`src/rtl/data_cache_ctrl_if.sv`:
```
// Bundle between the data cache, the MEM-stage pipeline and main memory.
// The cache takes the slave view; the pipeline and memory side drive through master.
interface data_cache_ctrl_if;
   logic         read;
   logic         write;
   logic [2:0]   func3;
   logic [31:0]  address;
   logic [31:0]  writedata;
   logic [31:0]  readdata;
   logic         busywait;
   logic         mem_read;
   logic         mem_write;
   logic [27:0]  mem_address;
   logic [127:0] mem_writedata;
   logic [127:0] mem_readdata;
   logic         mem_busywait;

   modport slave (
      input  read, write, func3, address, writedata, mem_readdata, mem_busywait,
      output readdata, busywait, mem_read, mem_write, mem_address, mem_writedata
   );

   modport master (
      output read, write, func3, address, writedata, mem_readdata, mem_busywait,
      input  readdata, busywait, mem_read, mem_write, mem_address, mem_writedata
   );
endinterface

```
`src/rtl/data_cache_ctrl.sv`:
```
// Direct-mapped, write-back, write-allocate data cache with 16-byte lines.
// Hits complete in the request cycle; misses stall through write-back, fill and update.
module data_cache_ctrl #(
   parameter int INDEX_BITS = 3
) (
   input  logic              CLK,
   input  logic              RESET,
   data_cache_ctrl_if.slave  bus
);
   localparam int TAG_BITS = 28 - INDEX_BITS;
   localparam int LINES    = 1 << INDEX_BITS;

   typedef enum logic [1:0] {IDLE, WRITEBACK, ALLOCATE, UPDATE} state_t;

   state_t                 state_q, state_d;
   logic [LINES-1:0]       valid_q, dirty_q;
   logic [TAG_BITS-1:0]    tag_q  [LINES];
   logic [127:0]           data_q [LINES];
   logic [TAG_BITS-1:0]    miss_tag_q;
   logic [INDEX_BITS-1:0]  miss_index_q;
   logic [127:0]           fill_q;

   logic [TAG_BITS-1:0]    req_tag;
   logic [INDEX_BITS-1:0]  req_index;
   logic [1:0]             req_word;
   logic [1:0]             req_byte;
   logic                   req;
   logic                   hit;
   logic [127:0]           line_rd;
   logic [31:0]            sel_word;
   logic [1:0]             lane_off;
   logic [3:0]             byte_en;
   logic [31:0]            wdata_shifted;
   logic [31:0]            merged_word;
   logic                   hit_write;
   logic                   miss_start;
   logic                   busy;
   logic [31:0]            rdata;
   logic                   unused_func3;

   assign req_tag      = bus.address[31:4+INDEX_BITS];
   assign req_index    = bus.address[3+INDEX_BITS:4];
   assign req_word     = bus.address[3:2];
   assign req_byte     = bus.address[1:0];
   assign req          = bus.read | bus.write;
   assign unused_func3 = bus.func3[2];

   assign line_rd  = data_q[req_index];
   assign sel_word = line_rd[{req_word, 5'b00000} +: 32];
   assign hit      = valid_q[req_index] && (tag_q[req_index] == req_tag);

   // Misaligned halves and words are forced down to their natural boundary.
   always_comb begin
      lane_off = 2'b00;
      byte_en  = 4'b1111;
      case (bus.func3[1:0])
         2'b00: begin
            lane_off = req_byte;
            byte_en  = 4'b0001 << req_byte;
         end
         2'b01: begin
            lane_off = {req_byte[1], 1'b0};
            byte_en  = 4'b0011 << {req_byte[1], 1'b0};
         end
         default: begin
            lane_off = 2'b00;
            byte_en  = 4'b1111;
         end
      endcase
   end

   assign wdata_shifted = bus.writedata << {lane_off, 3'b000};

   generate
      for (genvar gi = 0; gi < 4; gi++) begin : g_lane
         assign merged_word[8*gi +: 8] = byte_en[gi] ? wdata_shifted[8*gi +: 8]
                                                     : sel_word[8*gi +: 8];
      end
   endgenerate

   always_comb begin
      state_d    = state_q;
      busy       = 1'b0;
      rdata      = 32'd0;
      hit_write  = 1'b0;
      miss_start = 1'b0;
      case (state_q)
         IDLE: begin
            if (req) begin
               if (hit) begin
                  rdata     = sel_word >> {lane_off, 3'b000};
                  hit_write = bus.write;
               end else begin
                  busy       = 1'b1;
                  miss_start = 1'b1;
                  state_d    = (valid_q[req_index] && dirty_q[req_index]) ? WRITEBACK
                                                                           : ALLOCATE;
               end
            end
         end
         WRITEBACK: begin
            busy = 1'b1;
            if (!bus.mem_busywait) state_d = ALLOCATE;
         end
         ALLOCATE: begin
            busy = 1'b1;
            if (!bus.mem_busywait) state_d = UPDATE;
         end
         UPDATE: begin
            busy    = 1'b1;
            state_d = IDLE;
         end
         default: state_d = IDLE;
      endcase
   end

   always_ff @(posedge CLK) begin
      if (RESET) begin
         state_q      <= IDLE;
         valid_q      <= '0;
         dirty_q      <= '0;
         miss_tag_q   <= '0;
         miss_index_q <= '0;
      end else begin
         state_q <= state_d;
         if (miss_start) begin
            miss_tag_q   <= req_tag;
            miss_index_q <= req_index;
         end
         if (state_q == UPDATE) begin
            valid_q[miss_index_q] <= 1'b1;
            dirty_q[miss_index_q] <= 1'b0;
         end else if (hit_write) begin
            dirty_q[req_index] <= 1'b1;
         end
      end
   end

   // Line storage carries no reset; a reset edge simply suppresses any pending update.
   always_ff @(posedge CLK) begin
      if (!RESET) begin
         if (state_q == ALLOCATE && !bus.mem_busywait) fill_q <= bus.mem_readdata;
         if (state_q == UPDATE) begin
            data_q[miss_index_q] <= fill_q;
            tag_q[miss_index_q]  <= miss_tag_q;
         end else if (hit_write) begin
            data_q[req_index][{req_word, 5'b00000} +: 32] <= merged_word;
         end
      end
   end

   assign bus.busywait      = busy;
   assign bus.readdata      = rdata;
   assign bus.mem_read      = (state_q == ALLOCATE);
   assign bus.mem_write     = (state_q == WRITEBACK);
   assign bus.mem_address   = (state_q == WRITEBACK) ? {tag_q[miss_index_q], miss_index_q} :
                              (state_q == ALLOCATE)  ? {miss_tag_q, miss_index_q}         :
                                                       28'd0;
   assign bus.mem_writedata = (state_q == WRITEBACK) ? data_q[miss_index_q] : 128'd0;
endmodule

```
`src/flat_wrapper.sv`:
```
// flat-port wrapper written by rule: the top's interface ports become plain ports
module data_cache_ctrl_flat 
#(
   parameter int INDEX_BITS = 3
)
  (CLK, RESET, bus_read, bus_write, bus_func3, bus_address, bus_writedata, bus_mem_readdata, bus_mem_busywait, bus_readdata, bus_busywait, bus_mem_read, bus_mem_write, bus_mem_address, bus_mem_writedata);
  data_cache_ctrl_if bus_i ();
  input  logic CLK;
  input  logic RESET;
  input wire logic [$bits(bus_i.read)-1:0] bus_read;
  input wire logic [$bits(bus_i.write)-1:0] bus_write;
  input wire logic [$bits(bus_i.func3)-1:0] bus_func3;
  input wire logic [$bits(bus_i.address)-1:0] bus_address;
  input wire logic [$bits(bus_i.writedata)-1:0] bus_writedata;
  input wire logic [$bits(bus_i.mem_readdata)-1:0] bus_mem_readdata;
  input wire logic [$bits(bus_i.mem_busywait)-1:0] bus_mem_busywait;
  output wire logic [$bits(bus_i.readdata)-1:0] bus_readdata;
  output wire logic [$bits(bus_i.busywait)-1:0] bus_busywait;
  output wire logic [$bits(bus_i.mem_read)-1:0] bus_mem_read;
  output wire logic [$bits(bus_i.mem_write)-1:0] bus_mem_write;
  output wire logic [$bits(bus_i.mem_address)-1:0] bus_mem_address;
  output wire logic [$bits(bus_i.mem_writedata)-1:0] bus_mem_writedata;
  assign bus_i.read = bus_read;
  assign bus_i.write = bus_write;
  assign bus_i.func3 = bus_func3;
  assign bus_i.address = bus_address;
  assign bus_i.writedata = bus_writedata;
  assign bus_i.mem_readdata = bus_mem_readdata;
  assign bus_i.mem_busywait = bus_mem_busywait;
  assign bus_readdata = bus_i.readdata;
  assign bus_busywait = bus_i.busywait;
  assign bus_mem_read = bus_i.mem_read;
  assign bus_mem_write = bus_i.mem_write;
  assign bus_mem_address = bus_i.mem_address;
  assign bus_mem_writedata = bus_i.mem_writedata;
  data_cache_ctrl #(.INDEX_BITS(INDEX_BITS)) u_core (.CLK(CLK), .RESET(RESET), .bus(bus_i));
endmodule
```
`config.mk`:
```
export PLATFORM = sky130hd
export DESIGN_NAME = data_cache_ctrl_flat
export DESIGN_NICKNAME = d
export VERILOG_FILES = /design/src/rtl/data_cache_ctrl_if.sv /design/src/rtl/data_cache_ctrl.sv /design/src/flat_wrapper.sv
export SDC_FILE = /design/constraint.sdc
export NUM_CORES = 2
export LEC_CHECK = 0
export CAP_MARGIN = 0
export CORE_UTILIZATION = 45
export DETAILED_ROUTE_END_ITERATION = 12
export GPL_ROUTABILITY_DRIVEN = 0
export PLACE_DENSITY = 0.65
export SLEW_MARGIN = 20
export SYNTH_ARGS = -nofsm -noshare
export SYNTH_HDL_FRONTEND = slang
export SYNTH_SLANG_ARGS = --single-unit
```
`constraint.sdc`:
```
create_clock -name CLK -period 13.3 [get_ports CLK]
set_clock_uncertainty 0.1 [all_clocks]
set_input_delay 2.66 -clock CLK [delete_from_list [all_inputs] [get_ports CLK]]
set_output_delay 2.66 -clock CLK [all_outputs]
set_load 0.02 [all_outputs]
```
Word-level counts from Yosys, hierarchy flattened
Memory sizes are Yosys's and may differ from the RTL's. A register that Yosys moved wholly into a read port is not among the register bits. Cells that the tools add are included.

Bits in registers: 174. Memory bits (read-only): 0. Input bits: 200. Memories kept: 2. Memory bits (writable): 1224. Logic and storage cells: 97. Output and inout port bits: 191. Latch bits: 0.

Div/mod/pow operators: 0. Reductions and logical operators: 13. Multiply operators: 0. Shift-type cells: 7. Order comparisons: 4. Mux-type cells: 49. Eq/ne operators: 9. Add/subtract/negate cells: 1. Bitwise logic cells: 6.

Memories: u_core.data_q (words 8, width 128, read ports 2, clocked after Yosys merged registers in 1, write ports 1, line data_cache_ctrl.sv:18) `logic [127:0] data_q [LINES];`; u_core.tag_q (words 8, width 25, read ports 2, clocked after Yosys merged registers in 1, write ports 1, line data_cache_ctrl.sv:17) `logic [TAG_BITS-1:0] tag_q [LINES];`.

Operators with widths (count): 128-bit 2-to-1 mux (4); 128-bit OR reduction (1); 32-bit by 9-bit variable shift with 128-bit output, first input constant (1); 128-bit by 8-bit indexed part select with 32-bit output (1); 32-bit by 9-bit indexed part select with 128-bit output (1); 32-bit 2-to-1 mux (3); 28-bit 2-to-1 mux (2); 8-bit 2-to-1 mux (6); 32-bit by 5-bit << shifter with 32-bit output (1); 32-bit by 5-bit >> shifter with 32-bit output (1); 25-bit == test (1); 1-bit 2-to-1 mux (16); 8-bit OR (2); 3-bit 2-to-1 mux (5); 2-bit 2-to-1 mux (5); 7-bit negator with 9-bit output (1); 8-bit bitwise AND (1); 3-bit by 4-bit less-than comparator with 1-bit output, second input constant (2); 8-bit inverter (1); 2-bit case mux with 4 select lines (1); 4-bit case mux with 2 select lines (1); 1-bit binary-select mux with 3-bit select (2); 1-bit demux with 3-bit select (2); 3-bit by 1-bit >= comparator with 1-bit output, second input constant (2); 17 further kinds (26).

Depth between registers and ports, before layout
Word-level depth: 12. Depth in mapped cells: 16. Gate-level depth less buffers: 9.

Worst setup path after synthesis
OpenSTA, ideal clock, no wires.

Path type: input to register. Start: in RESET. End: reg u_core.fill_q[0] (enable). Data required time: 12.429 ns. Data arrival time: 11.778 ns. Setup slack: 0.650 ns. Library setup time: 0.771 ns. Path buffers: 2. Cell stages on the path: 3. Cell sequence: clkbuf_1 > clkbuf_1 > nor3_1.

Longest elaborated chain between the ends: 2.

Ends and longest elaborated chain: from (decl) (line flat_wrapper.sv:9) `input logic RESET;`; 1-bit inverter (no source line); 2-bit AND reduction (no source line); to (signal assigned) (line data_cache_ctrl.sv:142) `if (state_q == ALLOCATE && !bus.mem_busywait) fill_q <= bus.mem_readdata;`; to (decl) (line data_cache_ctrl.sv:21) `logic [127:0] fill_q;`.

No other way between the ends. A chain may end at the register's enable or synchronous reset.

Final worst setup path
Start: in bus_address[6]. End: out bus_readdata[17].

Longest elaborated chain between the ends: 6. Elaborated cells on any way between the ends: 11. Classes of those cells: 1 x eq/ne; 2 x shift; 5 x mux; 1 x reduce/logical; 2 x memory.

Ends and longest elaborated chain: from (decl) (line flat_wrapper.sv:13) `input wire logic [$bits(bus_i.address)-1:0] bus_address;`; memory read 8 x 128 bit, or another cell as far along; 128-bit by 8-bit indexed part select with 32-bit output, or another cell as far along (line data_cache_ctrl.sv:49) `assign sel_word = line_rd[{req_word, 5'b00000} +: 32];`; 32-bit by 5-bit >> shifter with 32-bit output / 1-bit logical AND (equally long branches) (line data_cache_ctrl.sv:91, data_cache_ctrl.sv:50); 32-bit 2-to-1 mux * (line data_cache_ctrl.sv:90) `if (hit) begin`; 32-bit 2-to-1 mux * (line data_cache_ctrl.sv:89) `if (req) begin`; 32-bit 2-to-1 mux * (line data_cache_ctrl.sv:87) `case (state_q)`; to (decl) (line flat_wrapper.sv:17) `output wire logic [$bits(bus_i.readdata)-1:0] bus_readdata;`.

Mark *: on every way between the ends. The rest lies on a longest branch, timed or not. The select of a mux whose other input is x is not followed.

==> reports/metrics.yaml <==
outcome: "completed"
path_max_fanout: 77
cts_buffers: 147
endpoint_kind: "output port"
synth_top_area_cell: "edfxtp_1"
setup_violations: 0
cts.sinks: 1401
synth_nets: 4463
max_freq_mhz: 95.1
gr-usage-all-layers: 0.321
antenna_found_initial: 20
yosysTopAreaCellShare: 0.618
synthArstFlopShare: 0
synth_compound_area_frac: 0.104
critPathRequiredTime_ns: 10.54
routed_wl_um: 240000
yosysWarningCount: 0
synth-seq-area-share: 0.633
synth_xor_area_frac: 0.00173
arrival_ns: 7.76
final_common_cell: "edfxtp_1"
crit_type: "input pin to output port"
area_growth_pct: 17.2
synthSimpleGateAreaFrac: 0.0601
globalRoute.totalOverflow: 0
start_util: 0.456
cts-resized-gates: 0
hold_class: "register to register"
synth_top_family_by_area: "multiplexers"
routed_via_density: 6.80
synthCells: 4254
cts-root-buf: "clkbuf_16"
final_nets: 4803
mostFrequentLayoutCells: "1,352 x edfxtp_1, 384 x clkdlybuf4s50_1, 340 x mux4_2, 308 x mux2i_1, 284 x nand2_1"
syn_avg_cell_area_sq_um: 15.4
antenna_left: 0
grt_pass1_wl_um: 330000
die_w_um: 384
timing.final.ws_setup_ns: 2.78
synth_seq_cells: 1401
drive_gt1_frac: 0.189
postCtsHoldBufs: 0
muxShareOfSynthArea: 0.177
die_h_um: 384
cts_htree_levels: 4
dp_hpwl_um: 150000
coreArea_sq_um: 144000
cp-start-kind: "input pin"
cts_setup_buffers: 0
tightest_slew_ns: 1.23
vias: 45000
clk_latency_ns: 0.82
syn_area_sq_um: 65700
clk_pin_slew_worst_paths_ns: 0.06
rows: 139
rsz0062_at_grt: "no"
power.ir.vdd_worst_mv: 0.128
tns_ns: 0
post-route-min-period_ns: 10.52
synth_area_leaders: "edfxtp_1 62%, mux4_2 12%, mux2i_1 4.7%"
wl_per_cell_um: 36.2
boundaryPins: 391
grt_max_degree: 134
drt_iter0_drc: 6378
numPortBuffers: 389
ys.flop_type: "edfxtp_1"
dieArea_sq_um: 148000
yosysUniqueCellTypes: 71
first_pass_iters: 6
synth_edf_count: 1352
cts_tree: "yes"
power_density_nw_per_um2: 150
hold_viol: 0
synthAdderAreaFrac: 0.00171
finalMaxSlewViolations: 0
drv_cap: 0
clockBufferDepth: 3
first_global_vias: 43600
hold_slack_ns: 0.354
dp_slack_ns: 2.89
drc: 0
relSlewSlack: 0.179
fin_crit_sh: 0.791
p_leak_nw: 24.2
## sequential cells by signal (all words and copies together) (netlist names), named ones only
signal               cells
u_core.dirty_q           8
u_core.valid_q           8
u_core.miss_tag_q       25
u_core.miss_index_q      3
u_core.state_q           2
u_core.data_q         1024
u_core.fill_q          128
u_core.tag_q           200
## metrics by stage
step | util | instance area (sq um) | total power [mW] | std cells
floorplan | - | 65700 | 6.65 | 4254
global placement | 0.502 | 72300 | 7.65 | 6345
detailed placement | 0.502 | 72300 | 7.67 | 6345
CTS | 0.534 | 76900 | 11.6 | 6613
global route | 0.534 | 77000 | 11.8 | 6618
finish | 0.534 | 77000 | 11.6 | 6626
## synth_stat cells (13+ instances only)
cell type / n
buf_1: 84
clkbuf_1: 229
nor2b_1: 141
and3_1: 37
mux2i_1: 308
a31oi_1: 36
o2bb2ai_1: 54
nor2_1: 104
mux2_2: 75
a21o_1: 16
o22ai_1: 25
o21ai_0: 123
a21oi_1: 163
nor3_1: 37
nand4_1: 30
mux4_2: 340
o211ai_1: 39
dfxtp_1: 49
buf_2: 31
a22oi_1: 152
and2_1: 15
nand3_1: 70
nand2_1: 284
a221oi_1: 66
nor3b_1: 13
edfxtp_1: 1352
a22o_1: 140
a211oi_1: 36
## report_power, final
group,internal [mW],switching (mW),leakage (nW)
logic,1.02,1.44,9.40
clock network,2.22,1.74,2.24
registers,5.00,0.148,12.6
total,8.24,3.32,24.2
## area by class of cell
cell class	count	area, sq um
clock inverters	79	584
inverters	12	46.3
fillers	11600	67200
clock buffers	189	3990
diodes	10	25.0
flip-flops and latches	1401	41600
multi-input cells	2485	23200
well taps	1903	2380
repair buffers	547	5210
## path summary, 6_finish.rpt
| check | cells after the start | slack (ns) | start | end |
|---|---|---|---|---|
| max reg2reg | 10 | 7.74 | u_core.tag_q[6][15] | u_core.data_q[6][19] |
| max | 10 | 2.78 | bus_address[6] | bus_readdata[17] |
| min | 1 | 0.35 | u_core.valid_q[0] | u_core.valid_q[0] |
| min reg2reg | 1 | 0.35 | u_core.valid_q[0] | u_core.valid_q[0] |
## critical path, cell delays in order
cell             delay (ns)
buf_8                  0.49
buf_4                  0.59
and3b_4                0.74
buf_4                  0.36
a21oi_1                0.10
a221oi_1               0.83
a31oi_1                0.37
and2_1                 0.29
a2111oi_0              0.42
clkdlybuf4s50_1        0.71
## routing by layer
metal / share of wire / vias up / GRT usage
met1: 0.35 / 23000 / 0.407
met4: 0.064 / 30 / 0.190
li1: - / 18100 / -
met5: 0.00073 / - / 0
met2: 0.44 / 3359 / 0.474
met3: 0.14 / 622 / 0.115
## logic make-up (layout without fill, tap and decap cells)
kind of cell	Yosys count	in the layout
AO/OA/AOI/OAI	941	941
XOR/XNOR	13	13
adder cells (fa/ha/maj)	9	9
buffers and inverters	368	827
flip-flops	1401	1401
multiplexers	727	727
other	0	10
AND/OR/NAND/NOR	795	795
No activity file was read; power rests on OpenSTA's default activity.
